===== src/rtl/hazard_scoreboard.sv =====
// Operand-hazard scoreboard: tracks in-flight destinations, picks the youngest forwardable
// producer per source operand, and stalls ID while a matching load's data is not yet valid.
module hazard_scoreboard #(
    parameter int XLEN       = 32,
    parameter int REG_AW     = 5,
    parameter int DEPTH      = 3,
    parameter int LOAD_READY = 2
) (
    input  logic                    clk,
    input  logic                    rst,
    input  logic                    issue_valid,
    input  logic                    issue_wr,
    input  logic [REG_AW-1:0]       issue_rd,
    input  logic                    issue_load,
    input  logic                    issue_kill,
    input  logic [REG_AW-1:0]       src1_sel,
    input  logic                    src1_used,
    input  logic [REG_AW-1:0]       src2_sel,
    input  logic                    src2_used,
    input  logic [DEPTH*XLEN-1:0]   stage_data,
    output logic                    fwd1_hit,
    output logic [XLEN-1:0]         fwd1_data,
    output logic                    fwd2_hit,
    output logic [XLEN-1:0]         fwd2_data,
    output logic                    stall,
    output logic [3:0]              inflight,
    output logic [15:0]             stall_cnt
);

    typedef struct packed {
        logic              valid;
        logic              wr;
        logic [REG_AW-1:0] rd;
        logic              load;
    } slot_t;

    typedef struct packed {
        logic            found;
        logic            blocked;
        logic [XLEN-1:0] data;
    } fwd_t;

    slot_t       slots_q [DEPTH];
    slot_t       slots_d [DEPTH];
    logic [3:0]  inflight_q, inflight_d;
    logic [15:0] stall_cnt_q, stall_cnt_d;
    fwd_t        fwd1, fwd2;

    // Scans oldest to youngest so the lowest matching slot index is the one left standing.
    function automatic fwd_t youngest(input slot_t s [DEPTH], input logic [REG_AW-1:0] sel,
                                      input logic used, input logic [DEPTH*XLEN-1:0] data);
        fwd_t r;
        r = '0;
        for (int k = DEPTH - 1; k >= 0; k--) begin
            if (used && sel != '0 && s[k].valid && s[k].wr && s[k].rd == sel) begin
                r.found   = 1'b1;
                r.blocked = s[k].load && (k < LOAD_READY);
                r.data    = data[k*XLEN +: XLEN];
            end
        end
        return r;
    endfunction

    always_comb begin
        fwd1      = youngest(slots_q, src1_sel, src1_used, stage_data);
        fwd2      = youngest(slots_q, src2_sel, src2_used, stage_data);
        stall     = fwd1.blocked | fwd2.blocked;
        fwd1_hit  = fwd1.found & ~fwd1.blocked;
        fwd2_hit  = fwd2.found & ~fwd2.blocked;
        fwd1_data = fwd1_hit ? fwd1.data : '0;
        fwd2_data = fwd2_hit ? fwd2.data : '0;
    end

    always_comb begin
        // NOTE: every next-state variable gets a default first so no path can infer a latch.
        slots_d[0]  = '0;
        inflight_d  = '0;
        stall_cnt_d = stall_cnt_q;
        if (issue_valid && !issue_kill && !stall) begin
            slots_d[0] = '{valid: 1'b1, wr: issue_wr, rd: issue_rd, load: issue_load};
        end
        for (int k = 1; k < DEPTH; k++) begin
            slots_d[k] = slots_q[k-1];
        end
        for (int k = 0; k < DEPTH; k++) begin
            inflight_d = inflight_d + 4'(slots_d[k].valid);
        end
        if (stall && stall_cnt_q != 16'hFFFF) begin
            stall_cnt_d = stall_cnt_q + 16'd1;
        end
    end

    // State moves on the falling edge, together with the pipeline registers it shadows.
    always_ff @(negedge clk) begin
        if (rst) begin
            // NOTE: the slot array must be reset; a stale valid bit would forward garbage after reset.
            for (int k = 0; k < DEPTH; k++) begin
                slots_q[k] <= '0;
            end
            inflight_q  <= '0;
            stall_cnt_q <= '0;
        end else begin
            // NOTE: non-blocking assignments so every register samples the pre-edge values.
            slots_q     <= slots_d;
            inflight_q  <= inflight_d;
            stall_cnt_q <= stall_cnt_d;
        end
    end

    assign inflight  = inflight_q;
    assign stall_cnt = stall_cnt_q;

endmodule

===== config.mk =====
export PLATFORM = sky130hd
export DESIGN_NAME = hazard_scoreboard
export DESIGN_NICKNAME = d
export VERILOG_FILES = /design/src/rtl/hazard_scoreboard.sv
export SDC_FILE = /design/constraint.sdc
export NUM_CORES = 1
export LEC_CHECK = 0
export ABC_AREA = 0
export ABC_CLOCK_PERIOD_IN_PS = 7100
export BUFFER_PORTS_ARGS = -buffer_cell sky130_fd_sc_hd__buf_2
export CORE_ASPECT_RATIO = 1.5
export CORE_UTILIZATION = 40
export DETAILED_ROUTE_END_ITERATION = 10
export GPL_ROUTABILITY_DRIVEN = 0
export PLACE_DENSITY_LB_ADDON = 0.05
export SLEW_MARGIN = 15
export SYNTH_ARGS = -nofsm -noshare
export SYNTH_HDL_FRONTEND = slang
export SYNTH_SLANG_ARGS = --single-unit

===== constraint.sdc =====
create_clock -name clk -period 7.1 [get_ports clk]
set_clock_uncertainty 0.1 [all_clocks]
set_input_delay 0.355 -clock clk [delete_from_list [all_inputs] [get_ports clk]]
set_output_delay 0.355 -clock clk [all_outputs]
set_load 0.005 [all_outputs]

==> results of run 1 <==
==> final cells by class <==
type,instances,share of cell area (%)
timing repair buffer,217,23.3
clock inverter,43,3.38
sequential,41,17.0
antenna,1,0.0520
inverter,7,0.546
clock buffer,5,2.60
multi-input combinational,391,50.4
tap,105,2.73
==> worst max-delay path, stage by stage (launching register included) <==
cell and delay, ns:
dfxtp_1 0.33, xnor2_1 0.19, nand4_1 0.16, nor3_2 0.28
buf_4 0.25, nor3_4 0.05, buf_4 0.26, o31ai_4 0.19
buf_4 0.37, nor3_1 0.15, buf_2 0.15
==> registers in the layout (all words and copies together), names as in the netlist <==
signal	cells
slots_q	7
inflight	2
slots_d	16
stall_cnt	16
==> cells in the final DEF (no fill, tap or decap), types with 3 or more instances in the layout <==
master     instances
nand3_1            9
buf_4             14
nor3_1            38
inv_1             47
and2_1             8
nor4_1             3
a221oi_1          36
or4_1              6
dfxtp_1           41
nand4_1            7
xnor2_1           28
buf_2            203
nand2_1           71
o21ai_1           10
nor3_2             3
clkbuf_16          5
xor2_1             4
nor2_1            45
a21oi_1           38
nor2b_1           18
or3_1             10
a22o_1            29
==> how the worst min path moves through the flow <==
stage                            start           end  slack (ns)  depth (start not counted)
final                      slots_d[14]    slots_d[6]        0.39                          1
after global routing        slots_d[6]    slots_q[6]        0.41                          1
after CTS                   slots_d[6]    slots_q[6]        0.38                          1
after detailed placement    slots_d[6]    slots_q[6]        0.38                          1
after global placement    stall_cnt[7]  stall_cnt[7]        0.38                          2
after floorplan            slots_d[14]    slots_d[6]        0.36                          1
==> power breakdown <==
group,leakage [nW],total [mW],switching (mW),internal (mW)
sequential,0.332,0.238,0.00285,0.235
combinational,1.54,0.0703,0.0353,0.0350
clock,0.285,0.300,0.143,0.157
==> metal layers <==
| layer | track usage, % | part of all wire (%) |
|---|---|---|
| met5 | 0 | 0 |
| met1 | 31.1 | 39 |
| met3 | 5.32 | 5.7 |
| met4 | 14.7 | 3.1 |
| met2 | 51.6 | 52 |
==> cell families after synthesis <==
group / synth area share (%)
flops: 24.2
simple gates: 32.1
xor+xnor: 8.26
buf+inv: 6.27
compound gates: 27.4
fa+ha+maj: 0.738
mux: 0.959
other cells: 0.111
==> impl_metrics.ini, run 1 <==
[cts]
cts_tree = done
clock-root-buffer = clkbuf_16
clk_pin_slew_ns = 0.03
h-tree-depth = 2
cts_buffers = 5
cts.hold.buffers_added = 0
postCtsSetupBuffers = 0
cts_resized = 0
clkLatencyLatePin_ns = 0.36
cts_buffer_depth = 2
clock_sinks = 41

[critical_path]
r2r_start = slots_d[10]
r2r_cells = 8
rrSetupSlack_ns = 4.62
r2r_end = inflight[1]
end_kind = primary output
start_kind = flop
startpoint = slots_d[2]
arrival_ns = 6.33
cp.required_ns = 6.64
path_max_fanout = 33
path_class = reg -> out
crit_end = fwd2_data[4]

[floorplan]
dieArea_um2 = 8860
coreArea_um2 = 8110
rows = 40
die_h_um = 115
ios = 206
start_util_pct = 41.8
die_x_um = 77.2

[sta]
finalHoldViolations = 0
setup_tns_ns = 0
hold-worst-slack_ns = 0.388
setup_viol = 0
grt_setup_unrepaired = no
max-slew-margin-rel_pct = 54.6
setup_ws_ns = 0.319
worst_pin_slew_ns = 0.681
slew_violations = 0

[grt]
grt_max_degree = 38
overflow = 0
track_usage_pct = 28.4
antenna_found_initial = 1
grt_pass1_wl_mm = 20.4
grt_pass1_vias = 4347

[power_and_ir_drop]
total_power_mw = 0.608
leakage_nw = 2.16
peakVddDrop_mv = 0.194
p_per_area_nw_per_um2 = 126

[yosys]
ys.flop_type = dfxtp_1
synth.area.top_cells = dfxtp_1 24%, a221oi_1 9.3%, nand2_1 7.9%
ys_warn_count = 0
syn_inst = 480
synth.avg_cell_area_um2 = 7.07
yosysUniqueCellTypes = 42
synth_top_area_share_pct = 24.2
netlist_area_um2 = 3390
synthArstFlopShare_pct = 0
ys_seq_area_share_pct = 24.2
synth_top_area_cell = dfxtp_1
synthTopCellsByCount = 71 x nand2_1, 45 x nor2_1, 41 x dfxtp_1
yosysMostFrequentCell = nand2_1
synth_edf_count = 0
ys_ff_latch = 41

[hold_path]
min_path_type = reg -> reg

[layout]
drive_gt1_share_pct = 33.7
fillers = 831
final_core_util_pct = 59.4
multi_input_area_um2 = 2420
regArea_um2 = 821
num-nets-final = 825
syn_to_final_growth_pct = 41.9
fin_area_um2 = 4810
instances_no_fill = 810

[drt]
drt_iter0_markers = 305
firstDrtPassIters = 4
antenna_left = 0
drc = 0
num_vias = 4582
wirelength_mm = 13.1
via_per_inst = 5.66
wl_per_cell_um = 16.1

[placed_design]
preCtsSetupSlack_ns = 0.643
dpl_cell_area_um2 = 4530
dp_cells = 762
io_buffer_count = 203
dp_hpwl_mm = 9.33

[run_status]
outcome = completed

[job]
maxCapViolations = 0
Power figures use the tool's default switching activity.
==> inputs of run 2 (changes only) <==
- CORE_MARGIN: unset -> 3
==> impl_metrics.ini, run 2 (synthesis results as in run 1) <==
[run_status]
outcome = completed

[sta]
slew_violations = 0
setup_ws_ns = 0.260
worst_pin_slew_ns = 0.678
max-slew-margin-rel_pct = 54.8
finalHoldViolations = 0
setup_viol = 0
setup_tns_ns = 0
grt_setup_unrepaired = no
hold-worst-slack_ns = 0.374

[placed_design]
dpl_cell_area_um2 = 4540
io_buffer_count = 203
dp_hpwl_mm = 9.87
preCtsSetupSlack_ns = 0.604
dp_cells = 763

[cts]
cts_buffer_depth = 2
cts_buffers = 5
cts_tree = done
cts.hold.buffers_added = 0
clock-root-buffer = clkbuf_16
h-tree-depth = 2
clk_pin_slew_ns = 0.04
clkLatencyLatePin_ns = 0.36
clock_sinks = 41
postCtsSetupBuffers = 0
cts_resized = 0

[critical_path]
arrival_ns = 6.38
path_class = reg -> out
path_max_fanout = 26
crit_buf_inv = 3
end_kind = primary output
r2r_cells = 7
crit_path_frequent_cell = buf_4
cp_cell_sequence = xnor2_1 -> nand4_1 -> nor3_2 -> buf_4 -> nor3_4 -> o31ai_4 -> buf_4 -> nor3_1 -> buf_2
start_kind = flop
max_stage_delay_ns = 0.39
crit_cells = 9
cp_slowest_cell = dfxtp_1
cp.required_ns = 6.64
crit_family = buffers and inverters

[floorplan]
die_x_um = 81.2
dieArea_um2 = 9640
coreArea_um2 = 8110
rows = 40
start_util_pct = 41.8
die_h_um = 119
ios = 206

[power_and_ir_drop]
total_power_mw = 0.617
peakVddDrop_mv = 0.218
p_per_area_nw_per_um2 = 128
leakage_nw = 2.17

[layout]
num-nets-final = 826
layout_common_cells = 203 x buf_2, 71 x nand2_1, 47 x inv_1
instances_no_fill = 811
syn_to_final_growth_pct = 42.3
layout.cells.most_common = buf_2
drive_gt1_share_pct = 33.9
antenna_cells = 0
fillers = 818
fin_area_um2 = 4830
final_core_util_pct = 59.5

[drt]
via_per_inst = 5.69
wirelength_mm = 13.4
wl_per_cell_um = 16.5
antenna_left = 0
num_vias = 4616
drt_iter0_markers = 334
firstDrtPassIters = 5
drc = 0

[grt]
overflow = 0
grt_pass1_wl_mm = 21.2
antenna_found_initial = 0
grt_max_degree = 38
grt_pass1_vias = 4549
track_usage_pct = 26.9

[job]
maxCapViolations = 0

[hold_path]
min_path_type = reg -> reg
hold-path-cell-count = 1
[run 2: cell types whose count changed in the layout (fill, tap and decap cells not counted)]
cell / previous run / this run
diode_2: 1 / 0
inv_4: 0 / 1
buf_4: 14 / 15
[run 2: metal layers]
| metal | track usage [%] | vias to the layer above | share of wire (%) |
|---|---|---|---|
| li1 | - | 2196 | - |
| met1 | 28.5 | 2153 | 36 |
| met2 | 48.5 | 229 | 53 |
| met3 | 6.55 | 38 | 8.4 |
| met4 | 12.2 | 0 | 3.0 |
| met5 | 0 | - | 0 |
[run 2: worst reg2reg max path, delay by kind of cell, from the launching register on]
family	cells	cell delay, ns
simple gates	3	0.77
compound gates	2	0.68
flops	1	0.40
mux	1	0.25
fa+ha+maj	1	0.23
[run 2: cell type report]
| cell class | count | area (um2) | share of cell area (%) |
|---|---|---|---|
| Clock inverter | 44 | 169 | 3.50 |
| Multi-Input combinational cell | 391 | 2420 | 50.2 |
| Timing Repair Buffer | 218 | 1130 | 23.4 |
| Clock buffer | 5 | 125 | 2.59 |
| Sequential cell | 41 | 821 | 17.0 |
| Tap cell | 105 | 131 | 2.72 |
| Inverter | 7 | 26.3 | 0.544 |
[run 2: worst paths after layout]
| kind | start | endpoint | slack, ns |
|---|---|---|---|
| worst max-delay path | slots_d[5] | fwd2_data[1] | 0.26 |
| worst min-delay path | slots_d[14] | slots_d[6] | 0.37 |
| worst max register to register | stall_cnt[0] | stall_cnt[1] | 4.52 |
| worst min register to register | slots_d[14] | slots_d[6] | 0.37 |
[run 2: where the power goes]
group	internal, mW	leakage (nW)	switching, mW	total, mW
combinational	0.0351	1.55	0.0363	0.0714
sequential	0.235	0.332	0.00275	0.238
clock	0.159	0.290	0.148	0.307
total	0.430	2.17	0.187	0.617
